[src/rtl/fetch_stage.sv]
// rtl/fetch_stage.sv - instruction fetch stage: owns the PC, fetches over req/gnt/rvalid, buffers words for decode
module fetch_stage #(
  parameter int                P_XLEN     = 32,
  parameter logic [P_XLEN-1:0] P_RESET_PC = '0
) (
  input  logic              iclk,
  input  logic              irst_n,
  output logic              oimem_req,
  output logic [P_XLEN-1:0] oimem_addr,
  input  logic              iimem_gnt,
  input  logic              iimem_rvalid,
  input  logic [P_XLEN-1:0] iimem_rdata,
  input  logic              iredirect,
  input  logic [P_XLEN-1:0] iredirect_pc,
  input  logic              iid_ready,
  output logic              oid_valid,
  output logic [P_XLEN-1:0] oid_instr,
  output logic [P_XLEN-1:0] oid_pc,
  output logic [P_XLEN-1:0] oid_pc4
);

  localparam logic [0:0]        S_REQ      = 1'b0;
  localparam logic [0:0]        S_WAIT     = 1'b1;
  localparam logic [P_XLEN-1:0] WORD       = P_XLEN'(4);
  localparam logic [P_XLEN-1:0] ALIGN_MASK = ~P_XLEN'(3);
  localparam logic [P_XLEN-1:0] RESET_PC   = P_RESET_PC & ALIGN_MASK;

  logic [0:0]        state;
  logic [P_XLEN-1:0] pc;
  logic              drop;
  logic              skid_valid;
  logic [P_XLEN-1:0] skid_instr;
  logic [P_XLEN-1:0] skid_pc;

  logic              handshake;
  logic              accept;
  logic              xfer;
  logic [P_XLEN-1:0] redirect_target;

  // No new request while the skid holds a word: the single outstanding
  // response must always have a free slot to land in.
  assign oimem_req       = irst_n & (state == S_REQ) & ~skid_valid;
  assign oimem_addr      = pc;
  assign handshake       = oimem_req & iimem_gnt;
  assign accept          = (state == S_WAIT) & iimem_rvalid & ~drop & ~iredirect;
  assign xfer            = oid_valid & iid_ready;
  assign redirect_target = iredirect_pc & ALIGN_MASK;

  always_ff @(posedge iclk or negedge irst_n) begin
    if (!irst_n) begin
      state <= S_REQ;
      pc    <= RESET_PC;
      drop  <= 1'b0;
    end else if (iredirect) begin
      pc <= redirect_target;
      if (((state == S_WAIT) && !iimem_rvalid) || handshake) begin
        drop  <= 1'b1;
        state <= S_WAIT;
      end else begin
        drop  <= 1'b0;
        state <= S_REQ;
      end
    end else begin
      case (state)
        S_REQ: begin
          if (handshake) state <= S_WAIT;
        end
        default: begin
          if (iimem_rvalid) begin
            state <= S_REQ;
            drop  <= 1'b0;
            if (!drop) pc <= pc + WORD;
          end
        end
      endcase
    end
  end

  // Output register plus one skid entry; the skid always drains first so order holds.
  always_ff @(posedge iclk or negedge irst_n) begin
    if (!irst_n) begin
      oid_valid  <= 1'b0;
      oid_instr  <= '0;
      oid_pc     <= '0;
      oid_pc4    <= '0;
      skid_valid <= 1'b0;
      skid_instr <= '0;
      skid_pc    <= '0;
    end else if (iredirect) begin
      oid_valid  <= 1'b0;
      skid_valid <= 1'b0;
    end else if (xfer) begin
      if (skid_valid) begin
        oid_instr  <= skid_instr;
        oid_pc     <= skid_pc;
        oid_pc4    <= skid_pc + WORD;
        skid_valid <= accept;
        if (accept) begin
          skid_instr <= iimem_rdata;
          skid_pc    <= pc;
        end
      end else if (accept) begin
        oid_instr <= iimem_rdata;
        oid_pc    <= pc;
        oid_pc4   <= pc + WORD;
      end else begin
        oid_valid <= 1'b0;
      end
    end else if (accept) begin
      if (!oid_valid) begin
        oid_valid <= 1'b1;
        oid_instr <= iimem_rdata;
        oid_pc    <= pc;
        oid_pc4   <= pc + WORD;
      end else begin
        skid_valid <= 1'b1;
        skid_instr <= iimem_rdata;
        skid_pc    <= pc;
      end
    end
  end

endmodule

[config.mk]
export PLATFORM = sky130hd
export DESIGN_NAME = fetch_stage
export DESIGN_NICKNAME = d
export VERILOG_FILES = /design/src/rtl/fetch_stage.sv
export SDC_FILE = /design/constraint.sdc
export NUM_CORES = 1
export LEC_CHECK = 0
export ABC_AREA = 0
export BUFFER_PORTS_ARGS = -buffer_cell sky130_fd_sc_hd__buf_2
export CAP_MARGIN = 20
export CORE_MARGIN = 5
export CORE_UTILIZATION = 25
export CTS_CLUSTER_SIZE = 10
export DETAILED_ROUTE_END_ITERATION = 8
export MAX_ROUTING_LAYER = met4
export PLACE_DENSITY = 0.39
export SLEW_MARGIN = 20
export SYNTH_ARGS = -nofsm -noshare
export SYNTH_HDL_FRONTEND = slang
export SYNTH_SLANG_ARGS = --single-unit
[constraint.sdc]
create_clock -name iclk -period 2.69 [get_ports iclk]
set_input_delay 0 -clock iclk [delete_from_list [all_inputs] [get_ports iclk]]
set_output_delay 0 -clock iclk [all_outputs]
set_load 0.03 [all_outputs]
=== Word-level counts from Yosys, hierarchy flattened ===
Index checks and enable logic that the tools add are counted.

* $add $sub $neg: 2
* Equality and inequality tests: 5
* Multiplexer cells: 45
* Bitwise operators: 11
* Reductions and logical operators: 16

{| class="wikitable"
|+ Operator list
! cell !! count
|-
| 32-bit two-way mux || 27
|-
| 32-bit by 3-bit adder with 32-bit output, second input constant || 2
|-
| 1-bit two-way mux || 18
|-
| 2-bit nonzero test || 5
|-
| 4-bit AND reduction || 2
|-
| 1-bit bitwise AND || 7
|-
| 3-bit != test, second input constant || 2
|-
| 3-bit AND reduction || 2
|-
| 3-bit nonzero test || 2
|-
| 2-bit != test, second input constant || 2
|-
| 1-bit NOT || 4
|-
| 2-bit AND reduction || 2
|-
| 2-bit by 1-bit != test with 1-bit output, second input constant || 1
|-
| 1-bit logical AND || 1
|-
| 1-bit zero test || 1
|-
| 1-bit logical OR || 1
|}

* Bits in registers: 196

=== Longest topological paths before layout ===
* Depth after elaboration: 7
* Depth in mapped cells: 7

=== Worst setup path before layout ===
Ideal clock, no wire load.

* Path kind: reg-to-reg
* From: reg pc[2] (netlist: oimem_addr[2])
* To: reg oid_pc4[28]
* Arrival time: 2.318 ns
* Slack: 0.246 ns
* Cell stages (with the launch flop): 8
* Path buffers: 1
* Period minus slack after synthesis: 2.444 ns
* Cells stage by stage: dfrtp_1 -> ha_1 -> nand3_1 -> clkbuf_1 -> nor4_2 -> nand3_1 -> xnor2_1 -> a221o_2

* Longest elaborated chain between the ends: 4
* Elaborated cells on any way between the ends: 6
* Classes of those cells: add/sub (1); mux (5)

{| class="wikitable"
|+ Ends and longest elaborated chain
! element !! line !! RTL
|-
| start: declaration || 29 || <nowiki>logic [P_XLEN-1:0] pc;</nowiki>
|-
| start signal: assignment || 55 || <nowiki>pc <= redirect_target;</nowiki>
|-
| start signal: assignment || 72 || <nowiki>if (!drop) pc <= pc + WORD;</nowiki>
|-
| 32-bit by 3-bit adder with 32-bit output * || 105, 114 ||
|-
| 32-bit two-way mux (on tied branches) || 110, 102 ||
|-
| 32-bit two-way mux (on tied branches) || 109, 93 ||
|-
| 32-bit two-way mux * || 92 || <nowiki>end else if (xfer) begin</nowiki>
|-
| end signal: assignment || 96 || <nowiki>oid_pc4 <= skid_pc + WORD;</nowiki>
|-
| end signal: assignment || 105 || <nowiki>oid_pc4 <= pc + WORD;</nowiki>
|-
| end signal: assignment || 114 || <nowiki>oid_pc4 <= pc + WORD;</nowiki>
|-
| end: declaration || 19 || <nowiki>output logic [P_XLEN-1:0] oid_pc4</nowiki>
|}

Mark *: on every way between the ends. The rest lies on a longest branch, timed or not. The select of a mux whose other input is x is not followed.
A chain may end at the register's enable or synchronous reset.

=== Worst setup path in the final report ===
* From: reg skid_pc[3]
* To: reg oid_pc4[28]

* Longest elaborated chain between the ends: 3

{| class="wikitable"
|+ Ends and longest elaborated chain
! element !! line !! RTL
|-
| start: declaration || 33 || <nowiki>logic [P_XLEN-1:0] skid_pc;</nowiki>
|-
| start signal: assignment || 100 || <nowiki>skid_pc <= pc;</nowiki>
|-
| start signal: assignment || 118 || <nowiki>skid_pc <= pc;</nowiki>
|-
| 32-bit by 3-bit adder with 32-bit output || 96 ||
|-
| 32-bit two-way mux || 93 || <nowiki>if (skid_valid) begin</nowiki>
|-
| 32-bit two-way mux || 92 ||
|}

No other way between the ends.

==> results.cfg <==
[run_status]
run_status = finished clean

[yosys]
synth_ff_type = dfrtp_1
yosys.area.top_type_share_pct = 50.4
synth_edf_count = 0
async_flop_share_pct = 100
synth.distinct_cells = 48
post_synth.cell_area_avg_um2 = 9.41
number_of_standard_cells_after_synthesis = 993
yosys_synthesis_warning_count = 0
synth.top_cells.by_area = dfrtp_1, nand2_1, mux2_2, a31oi_1, xnor2_1
netlist_area_mm2 = 0.00934
ys_ff_latch = 188
synthDominantAreaCellType = dfrtp_1
synth_seq_area_share_pct = 50.4

[worst_setup_path]
r2r_setup_slack_ns = 0.29
worstSetupStartpointType = flip-flop
critical_path.reg2reg.startpoint = skid_pc[3]$_DFFE_PN0P_
crit_required_ns = 3.07
cp_data_arrival_time_ns = 2.78
reg2reg_path_depth = 6
critical_path.reg2reg.endpoint = oid_pc4[28]$_DFFE_PN0P_
setup.worst_path.class = flip-flop to flip-flop
worst-path-max-fanout = 9
critical_path.endpoint_type = flip-flop

[routing]
route.vias.total = 8045
first_pass_iters = 4
totalWireLength_um = 31900
detailedRoute.firstIterationViolations = 294
drc = 0
route.antenna.remaining_nets = 0
routed_via_density = 4.70
drt-wirelength-per-cell_um = 18.7

[layout]
most-common-layout-cells = nand2_1, buf_2, dfrtp_1
nFillCells = 3868
layout.area.seq_mm2 = 0.00470
layout-drive-gt1-share_pct = 27.6
antenna_cells = 0
layout.nets = 1303
layout.cells.most_common = nand2_1
area.growth.synth_to_final_pct = 30.9
multi_input_comb_area_mm2 = 0.00428

[power]
seqPwrFrac_pct = 41.2
ir_drop_v = 0.000452
netSwitchingFraction_pct = 38.1
static-leakage-power_nw = 5.47
powerDensity_mw_per_mm2 = 769
combinational_share_of_power_pct = 31.3
power.share.clock_pct = 27.4
p_switching_w = 0.00358
internal_power_w = 0.00582

[hold_path]
hold_path_class = primary input to asynchronous set/reset pin

[placement]
preCtsSetupSlack_ns = 0.272
io_port_bufs = 191
dpl_hpwl_um = 22000
routabilityCongestion = 0.735

[timing]
timing.final.hold_violations = 0
fin_worst_skew_ns = 0.0130
worst_slew_margin_rel_pct = 56.1
clock.fmax_ghz = 0.417
postLayoutSetupSlackWorst_ns = 0.292
final-max-slew-violation-count = 0
final-setup-viol-count = 0
layout_worst_path_cycle_share_pct = 89.1
slew_at_the_pin_closest_to_its_max_slew_limit_ns = 0.653
finalSetupTns_ns = 0
fin_crit_ns = 2.40
unrepaired_setup_endpoints_after_global_routing = no

[clock_tree]
clkSlewWorstSetupHoldPaths_ns = 0.07
clock_sink_count = 188
clockBufferDepth = 2
post_cts_setup_inserts = 0
post_cts.resized_instances = 0
clockRootBuffer = clkbuf_16
clock_insertion_delay_worst_skew_ns = 0.44
htreeDepth = 4
cts_tree = yes
cts_buffers = 17

[global_route]
wire_length_of_the_first_global_routing_pass_um = 50100
initial_antenna_violation_count = 0
grt_pass1_vias = 8398
grt.total_usage_pct = 15.9
grt_start_max_net_pins = 103
grt_remaining_overflow = 0

[die]
fp-row-count = 70
die-width_um = 203
io_pins = 200
core_area_mm2 = 0.0368
design.die.area_mm2 = 0.0413
floorplan.initialDensity_pct = 25.4
die-height_um = 203

[run]
max_cap_violations = 0
worst max-delay path by stage:
stage	from	end	slack, ns
global placement	skid_pc[3]$_DFFE_PN0P_	oid_pc4[28]$_DFFE_PN0P_	0.31
finish	skid_pc[3]$_DFFE_PN0P_	oid_pc4[28]$_DFFE_PN0P_	0.29
CTS	skid_pc[3]$_DFFE_PN0P_	oid_pc4[26]$_DFFE_PN0P_	0.24
detailed placement	skid_pc[3]$_DFFE_PN0P_	oid_pc4[26]$_DFFE_PN0P_	0.27
floorplan	oimem_addr[2]$_DFFE_PN0P_	oid_pc4[28]$_DFFE_PN0P_	0.25
global route	skid_pc[3]$_DFFE_PN0P_	oid_pc4[28]$_DFFE_PN0P_	0.08
power by group through the flow:
stage               registers [W]  logic, W  clock network, W
global route              0.00397   0.00319           0.00278
detailed placement        0.00394   0.00293                 0
finish                    0.00388   0.00295           0.00258
CTS                       0.00389   0.00301           0.00269
floorplan                 0.00493  0.000812                 0
global placement          0.00393   0.00292                 0
cell usage after synthesis (2+ instances only):
cell	n
o21ai_0	55
or3_1	5
nand4_2	2
buf_4	7
nor2_1	80
a21oi_1	17
and3_1	5
xnor2_1	38
nand2_1	205
a31oi_1	62
inv_1	7
nor4_1	9
a221o_1	6
clkbuf_1	67
xor2_1	32
or4_1	9
mux2_2	62
nor3_1	16
clkbuf_2	3
o21a_1	2
buf_1	2
dfrtp_1	188
and4_1	7
o221ai_1	3
mux2i_1	9
ha_1	2
buf_2	11
a221o_2	3
and2_1	2
nand3_1	28
o31ai_1	7
nand4_1	25
and4_2	2
cell type report:
| type | count | area share [%] |
|---|---|---|
| sequential | 188 | 38.5 |
| multi-input combinational | 713 | 35.0 |
| timing repair buffer | 304 | 16.8 |
| tap | 468 | 4.79 |
| clock buffer | 21 | 3.76 |
| clock inverter | 10 | 0.962 |
| inverter | 7 | 0.215 |
registers in the layout (all words and copies together), names as in the netlist:
register	flops
drop	1
oid_instr	32
oid_pc	30
oid_pc4	30
oid_valid	1
oimem_addr	30
skid_instr	32
skid_pc	30
skid_valid	1
state	1
critical path: stages, from the launching register on:
cell and delay, ns:
dfrtp_1 0.40, ha_1 0.25, nand4_2 0.18, or4_1 0.74
or4_1 0.45, a21oi_1 0.17, a221o_2 0.13
timing repair:
action                                 CTS  global route
endpoints found under the hold margin  286             0
setup endpoints to repair                0             0
hold buffers                            67             0
stage by stage:
step	cells	area [µm²]	total power [W]	hold WS (ns)	util (%)
after floorplan	998	9360	0.00574	-0.296	-
after global placement	1613	11000	0.00684	0.212	29.9
after detailed placement	1613	11000	0.00687	0.206	29.9
after CTS	1711	12200	0.00959	0.276	33.3
after global routing	1711	12200	0.00994	0.309	33.3
final	1711	12200	0.00940	0.269	33.3
metal layers:
layer | global-route usage [%] | wire length [µm] | vias to the layer above
li1 | - | - | 3910
met5 | - | 0 | -
met3 | 3.83 | 1550 | 15
met1 | 20.9 | 14900 | 3955
met4 | 3.18 | 250 | 0
met2 | 25.3 | 15200 | 165
cell families after synthesis:
kind of cell	synth area share, %
other cells	0.0401
fa+ha+maj	0.268
xor+xnor	6.56
buf+inv	4.37
flops	50.4
compound gates	10.6
mux	8.44
simple gates	19.3
Power figures use the tool's default switching activity.
